===== config.mk =====
export PLATFORM = sky130hd
export DESIGN_NAME = shift_seq_ctrl
export DESIGN_NICKNAME = d
export VERILOG_FILES = /design/src/rtl/shift_seq_ctrl.sv
export SDC_FILE = /design/constraint.sdc
export NUM_CORES = 1
export LEC_CHECK = 0
export CAP_MARGIN = 20
export CORE_ASPECT_RATIO = 0.6
export CORE_UTILIZATION = 41
export DETAILED_ROUTE_END_ITERATION = 10
export PLACE_DENSITY = 0.65
export SLEW_MARGIN = 20
export SYNTH_ARGS = -nofsm -noshare
export SYNTH_HDL_FRONTEND = slang
export SYNTH_SLANG_ARGS = --single-unit
export TNS_END_PERCENT = 100

===== constraint.sdc =====
create_clock -name clk -period 2.2 [get_ports clk]
set_input_delay 0.44 -clock clk [delete_from_list [all_inputs] [get_ports clk]]
set_output_delay 0.44 -clock clk [all_outputs]
set_load 0.01 [all_outputs]

===== src/rtl/shift_seq_ctrl.sv =====
// rtl/shift_seq_ctrl.sv - sequencer driving load/shift pulses into an N-bit rotating shift register
module shift_seq_ctrl #(
    parameter int N     = 8,
    parameter int DIV_W = 24,
    parameter int CNT_W = 8
) (
    input  logic             clk,
    input  logic             sys_rst_n,
    input  logic             start,
    input  logic             stop,
    input  logic [N-1:0]     pattern,
    input  logic [DIV_W-1:0] period,
    input  logic [CNT_W-1:0] steps,
    input  logic [1:0]       mode,
    output logic             sr_enable,
    output logic             sr_load,
    output logic             sr_dir,
    output logic [N-1:0]     sr_in,
    output logic             busy,
    output logic             done,
    output logic [CNT_W-1:0] step_cnt
);

    typedef enum logic [1:0] {
        S_IDLE = 2'd0,
        S_LOAD = 2'd1,
        S_RUN  = 2'd2,
        S_DONE = 2'd3
    } state_t;

    localparam int LEG_W = (N > 1) ? $clog2(N) : 1;
    localparam logic [LEG_W-1:0] LEG_LAST = LEG_W'(N - 1);

    state_t           state_q, state_d;
    logic [1:0]       mode_q, mode_d;
    logic [CNT_W-1:0] steps_q, steps_d;
    logic [DIV_W-1:0] per_m1_q, per_m1_d;
    logic [DIV_W-1:0] presc_q, presc_d;
    logic [LEG_W-1:0] leg_q, leg_d;
    logic             sr_enable_q, sr_enable_d;
    logic             sr_load_q, sr_load_d;
    logic             sr_dir_q, sr_dir_d;
    logic [N-1:0]     sr_in_q, sr_in_d;
    logic             busy_q, busy_d;
    logic             done_q, done_d;
    logic [CNT_W-1:0] step_cnt_q, step_cnt_d;

    logic             zero_seq;
    logic             at_wrap;
    logic             finish;
    logic             turn;
    logic [LEG_W-1:0] leg_base;

    // presc_q counts cycles since the last load/shift pulse; a pulse is scheduled when it reaches P-1
    assign zero_seq = (steps_q == '0) || (mode_q == 2'b11);
    assign at_wrap  = (presc_q == per_m1_q);
    assign finish   = sr_enable_q && !sr_load_q && (step_cnt_q == steps_q);
    assign turn     = (N > 1) && (mode_q == 2'b10) && sr_enable_q && !sr_load_q
                      && (leg_q == LEG_LAST);

    always_comb begin
        state_d     = state_q;
        mode_d      = mode_q;
        steps_d     = steps_q;
        per_m1_d    = per_m1_q;
        presc_d     = presc_q;
        leg_d       = leg_q;
        sr_enable_d = 1'b0;
        sr_load_d   = 1'b0;
        sr_dir_d    = sr_dir_q;
        sr_in_d     = sr_in_q;
        busy_d      = busy_q;
        done_d      = 1'b0;
        step_cnt_d  = step_cnt_q;
        leg_base    = leg_q;

        case (state_q)
            S_IDLE: begin
                busy_d = 1'b0;
                if (start && !stop) begin
                    sr_in_d     = pattern;
                    per_m1_d    = (period == '0) ? '0 : (period - DIV_W'(1));
                    steps_d     = steps;
                    mode_d      = mode;
                    step_cnt_d  = '0;
                    presc_d     = '0;
                    leg_d       = '0;
                    sr_enable_d = 1'b1;
                    sr_load_d   = 1'b1;
                    busy_d      = 1'b1;
                    state_d     = S_LOAD;
                end
            end

            S_LOAD, S_RUN: begin
                if (stop) begin
                    busy_d  = 1'b0;
                    state_d = S_IDLE;
                end else if ((state_q == S_LOAD && zero_seq) || (state_q == S_RUN && finish)) begin
                    busy_d  = 1'b0;
                    done_d  = 1'b1;
                    state_d = S_DONE;
                end else begin
                    state_d = S_RUN;
                    if (state_q == S_LOAD) begin
                        sr_dir_d = (mode_q != 2'b01);
                    end else if (turn) begin
                        sr_dir_d = ~sr_dir_q;
                        leg_base = '0;
                    end
                    // the turnaround takes effect from the cycle after the last pulse of a leg
                    if (at_wrap) begin
                        sr_enable_d = 1'b1;
                        presc_d     = '0;
                        step_cnt_d  = step_cnt_q + CNT_W'(1);
                        leg_d       = (mode_q == 2'b10) ? (leg_base + LEG_W'(1)) : leg_base;
                    end else begin
                        presc_d = presc_q + DIV_W'(1);
                        leg_d   = leg_base;
                    end
                end
            end

            S_DONE: begin
                busy_d  = 1'b0;
                state_d = S_IDLE;
            end

            default: begin
                busy_d  = 1'b0;
                state_d = S_IDLE;
            end
        endcase
    end

    always_ff @(posedge clk or negedge sys_rst_n) begin
        if (!sys_rst_n) begin
            state_q     <= S_IDLE;
            mode_q      <= '0;
            steps_q     <= '0;
            per_m1_q    <= '0;
            presc_q     <= '0;
            leg_q       <= '0;
            sr_enable_q <= 1'b0;
            sr_load_q   <= 1'b0;
            sr_dir_q    <= 1'b1;
            sr_in_q     <= '0;
            busy_q      <= 1'b0;
            done_q      <= 1'b0;
            step_cnt_q  <= '0;
        end else begin
            state_q     <= state_d;
            mode_q      <= mode_d;
            steps_q     <= steps_d;
            per_m1_q    <= per_m1_d;
            presc_q     <= presc_d;
            leg_q       <= leg_d;
            sr_enable_q <= sr_enable_d;
            sr_load_q   <= sr_load_d;
            sr_dir_q    <= sr_dir_d;
            sr_in_q     <= sr_in_d;
            busy_q      <= busy_d;
            done_q      <= done_d;
            step_cnt_q  <= step_cnt_d;
        end
    end

    assign sr_enable = sr_enable_q;
    assign sr_load   = sr_load_q;
    assign sr_dir    = sr_dir_q;
    assign sr_in     = sr_in_q;
    assign busy      = busy_q;
    assign done      = done_q;
    assign step_cnt  = step_cnt_q;

endmodule


==> results of run 1 <==
-- metrics by stage --
stage	std cells	utilization	hold WS (ns)
6_report	883	0.630	0.128
5_1_grt	883	0.630	0.165
4_1_cts	861	0.593	0.152
3_5_place_dp	835	0.556	0.468
3_3_place_gp	835	0.556	0.456
2_1_floorplan	537	-	0.144
-- worst max-delay path, delay by kind of cell, from the launching register on --
family | cells | cell delay (ns)
AOI/OAI and AO/OA | 2 | 0.38
adders and majority gates | 1 | 0.17
buffers and inverters | 2 | 0.22
DFF | 1 | 0.36
and+or+nand+nor | 4 | 1.02
-- logic make-up (layout without fill, tap and decap cells) --
kind of cell             after synthesis  after routing
adder cells (fa/ha/maj)               10             10
multiplexers                           2              2
AO/OA/AOI/OAI                        105            106
flip-flops                            84             84
AND/OR/NAND/NOR                      250            251
buffers and inverters                 33            217
XOR/XNOR                              53             53
-- state kept, by name, indices dropped and copies added (netlist names) --
name / count
busy: 1
done: 1
leg_q: 3
mode_q: 2
per_m1_q: 24
presc_q: 24
sr_dir: 1
sr_enable: 1
sr_in: 8
sr_load: 1
state_q: 2
step_cnt: 8
steps_q: 8
-- area by class of cell --
type,instances,share of cell area
clock buffer,11,0.0339
timing repair buffer,189,0.232
clock inverter,4,0.00367
sequential,84,0.294
inverter,13,0.00681
multi-input combinational,422,0.402
tap,160,0.0279
-- cell usage in the layout, fill, tap and decap left out, types with 13 or more instances in the layout --
| master | count |
|---|---|
| sky130_fd_sc_hd__buf_4 | 108 |
| sky130_fd_sc_hd__xnor2_1 | 30 |
| sky130_fd_sc_hd__nand4_1 | 19 |
| sky130_fd_sc_hd__xor2_1 | 13 |
| sky130_fd_sc_hd__nor2_1 | 17 |
| sky130_fd_sc_hd__o21ai_1 | 14 |
| sky130_fd_sc_hd__o21ai_0 | 25 |
| sky130_fd_sc_hd__nand2_1 | 107 |
| sky130_fd_sc_hd__clkdlybuf4s50_1 | 62 |
| sky130_fd_sc_hd__nand3_1 | 23 |
| sky130_fd_sc_hd__nor3_1 | 13 |
| sky130_fd_sc_hd__dfrtp_1 | 81 |
-- power by group through the flow --
stage | sequential (mW) | clock (mW) | combinational (mW)
detailed placement | 2.61 | 0 | 3.37
floorplan | 2.60 | 0 | 1.89
global placement | 2.58 | 0 | 3.31
finish | 2.64 | 1.40 | 4.24
CTS | 2.60 | 1.42 | 3.59
global route | 2.70 | 1.48 | 4.56
-- how the worst min path moves through the flow --
stage                         start        to  slack [ns]
after floorplan           sys_rst_n      busy        0.14
after global placement     sr_in[5]  sr_in[5]        0.46
after detailed placement   sr_in[3]  sr_in[3]        0.47
after CTS                 sys_rst_n      done        0.15
after global routing      sys_rst_n      done        0.16
final                     sys_rst_n      done        0.13
-- repair_timing --
action	CTS	global route
pin swaps	8	24
resized for setup	14	50
endpoints found under the setup margin	15	36
setup buffers	10	19
gates cloned	1	4
hold endpoints to repair	0	0
-- per-layer routing --
layer,track usage,wire [µm],share of wire,vias up
met1,0.367,7270,0.48,2384
met3,0.0430,1060,0.071,26
met5,0,0,0,-
met2,0.352,6440,0.43,215
met4,0.0665,211,0.014,0
li1,-,-,-,2292
==> results.json, run 1 <==
{
  "status": "finished, violations left",
  "violations": "setup timing",
  "adder_cell_share_of_the_synthesized_area": 0.0259,
  "fin_total_pwr_mw": 8.28,
  "number_of_instances_in_the_synthesized_netlist": 537,
  "cts.sinks": 84,
  "die_w_um": 142,
  "p_int_mw": 5.06,
  "setup_slack_ns": -0.0186,
  "multi_input_comb_area_mm2": 0.00288,
  "seqCellArea_mm2": 0.00211,
  "yosysSeqAreaShare": 0.436,
  "final.setup_skew_ns": 0.00631,
  "number_of_hold_violations_in_the_final_report": 0,
  "synth.area.mux_share": 0.00441,
  "synth.most_common_cell": "sky130_fd_sc_hd__nand2_1",
  "start_util": 0.425,
  "wire_per_inst_um": 17.0,
  "final-max-slew-violation-count": 0,
  "first_global_vias": 4516,
  "synth-xor-area-share": 0.0977,
  "critPathLaunch": "state_q[0]",
  "worst_slew_pin_slew_ns": 0.477,
  "grt_overflow": 0,
  "criticalPathCategory": "reg2reg",
  "power_per_cell_area_mw_per_mm2": 1160,
  "tritoncts_clock_tree": "built",
  "seqPwrFrac": 0.319,
  "max_slew_margin": 0.682,
  "synth.top_cell.area_share": 0.430,
  "worst_ep_arrival_time_ns": 2.48,
  "number_of_detailed_routing_iterations_run_before_antenna_repair": 5,
  "dp_hpwl_mm": 10.0,
  "antenna_cells_inserted": 0,
  "r2r-end": "step_cnt[7]",
  "drc": 0,
  "detail-route-antenna-nets": 0,
  "reg2regPathDepth": 9,
  "area_growth_pct": 48.4,
  "cts-buffers-inserted": 9,
  "grt_setup_unrepaired": "true",
  "startpoint_type": "flop",
  "fin_setup_tns_ns": -0.0186,
  "postSynthNetCount": 593,
  "yosysWarningCount": 0,
  "finalInstanceArea_mm2": 0.00716,
  "worstPathCellList": "inv_2 > ha_4 > nor2b_4 > or3_4 > a31oi_4 > buf_6 > nand2_4 > or4_4 > a21oi_2",
  "netlist_top_cells_count": "sky130_fd_sc_hd__nand2_1, sky130_fd_sc_hd__dfrtp_1, sky130_fd_sc_hd__xnor2_1",
  "clock_tree.root_cell": "sky130_fd_sc_hd__clkbuf_16",
  "vias_per_cell": 5.57,
  "post_synth_and_or_nand_nor_area_fraction": 0.264,
  "boundaryPins": 67,
  "hold_path_class": "in2async",
  "largest_family_of_logic_cells_by_synthesized_area": "simple AND/OR/NAND/NOR gates",
  "number_of_antenna_violations_at_the_first_check_in_global_routing": 0,
  "final_min_period_over_clock_period": 1.01,
  "synth_cell_type_count": 62,
  "cellLeakagePower_nw": 3.10,
  "swShare": 0.388,
  "post_synthesis_cell_type_with_the_largest_combined_area": "sky130_fd_sc_hd__dfrtp_1",
  "floorplan.die_area_mm2": 0.0122,
  "dp_worst_setup_slack_ns": -0.409,
  "ctsHtreeMaxLevel": 3,
  "fmax_mhz": 451,
  "ys_ff_latch": 84,
  "grt_max_degree": 85,
  "clock_power_share": 0.170,
  "total_standard_cell_area_after_synthesis_mm2": 0.00483,
  "gpl.final_weighted_congestion": 0.849,
  "worst_path_max_delay_cell": "sky130_fd_sc_hd__or4_4",
  "clk_latency_ns": 0.34,
  "grt_first_pass_wirelength_mm": 22.9,
  "synthArstFlopShare": 1.00,
  "wl_mm": 15.0,
  "std_cell_rows": 30,
  "switching_power_mw": 3.21,
  "clkTransAtPathRegs_ns": 0.06,
  "fillers": 914,
  "coreArea_mm2": 0.0114,
  "timing.final.crit_period_ns": 2.22,
  "clock_path_buffers": 2,
  "cts_hold_repair.buffers": 0,
  "crit_required_ns": 2.46,
  "average_instance_area_after_synthesis_um2": 8.99,
  "die_height_um": 86.1,
  "max-vdd-ir-drop_v": 0.000630,
  "dominantRegCellSynth": "sky130_fd_sc_hd__dfrtp_1",
  "synth-edff-count": 0,
  "post_route_cells_drive_above_1_share": 0.270,
  "combPwrFrac": 0.512,
  "endpoint": "step_cnt[7]",
  "cp-end-kind": "flop",
  "synth_area_leaders": "sky130_fd_sc_hd__dfrtp_1, sky130_fd_sc_hd__nand2_1, sky130_fd_sc_hd__xnor2_1",
  "numPortBuffers": 66,
  "number_of_failing_setup_endpoints_in_the_final_timing_report": 1,
  "via_count": 4917,
  "cap_viol_max_count": 0,
  "dpl_cell_area_mm2": 0.00632,
  "path_max_fanout": 6,
  "synth_compound_area_frac": 0.143,
  "critical-path-max-stage-delay_ns": 0.43,
  "r2r_slack_ns": -0.02,
  "final_nets": 775,
  "number_of_drc_violations_after_detailed_routing_iteration_0": 443,
  "overall_global_routing_resource_usage": 0.242,
  "r2r_start": "state_q[0]"
}
Note: power is estimated with default switching activity, not from simulation.
==> run 2: changes to the inputs <==
TNS_END_PERCENT = not set   (was 100)
==> results of run 2 <==
The final DEF is identical to that of run 1; final timing and power are the same.
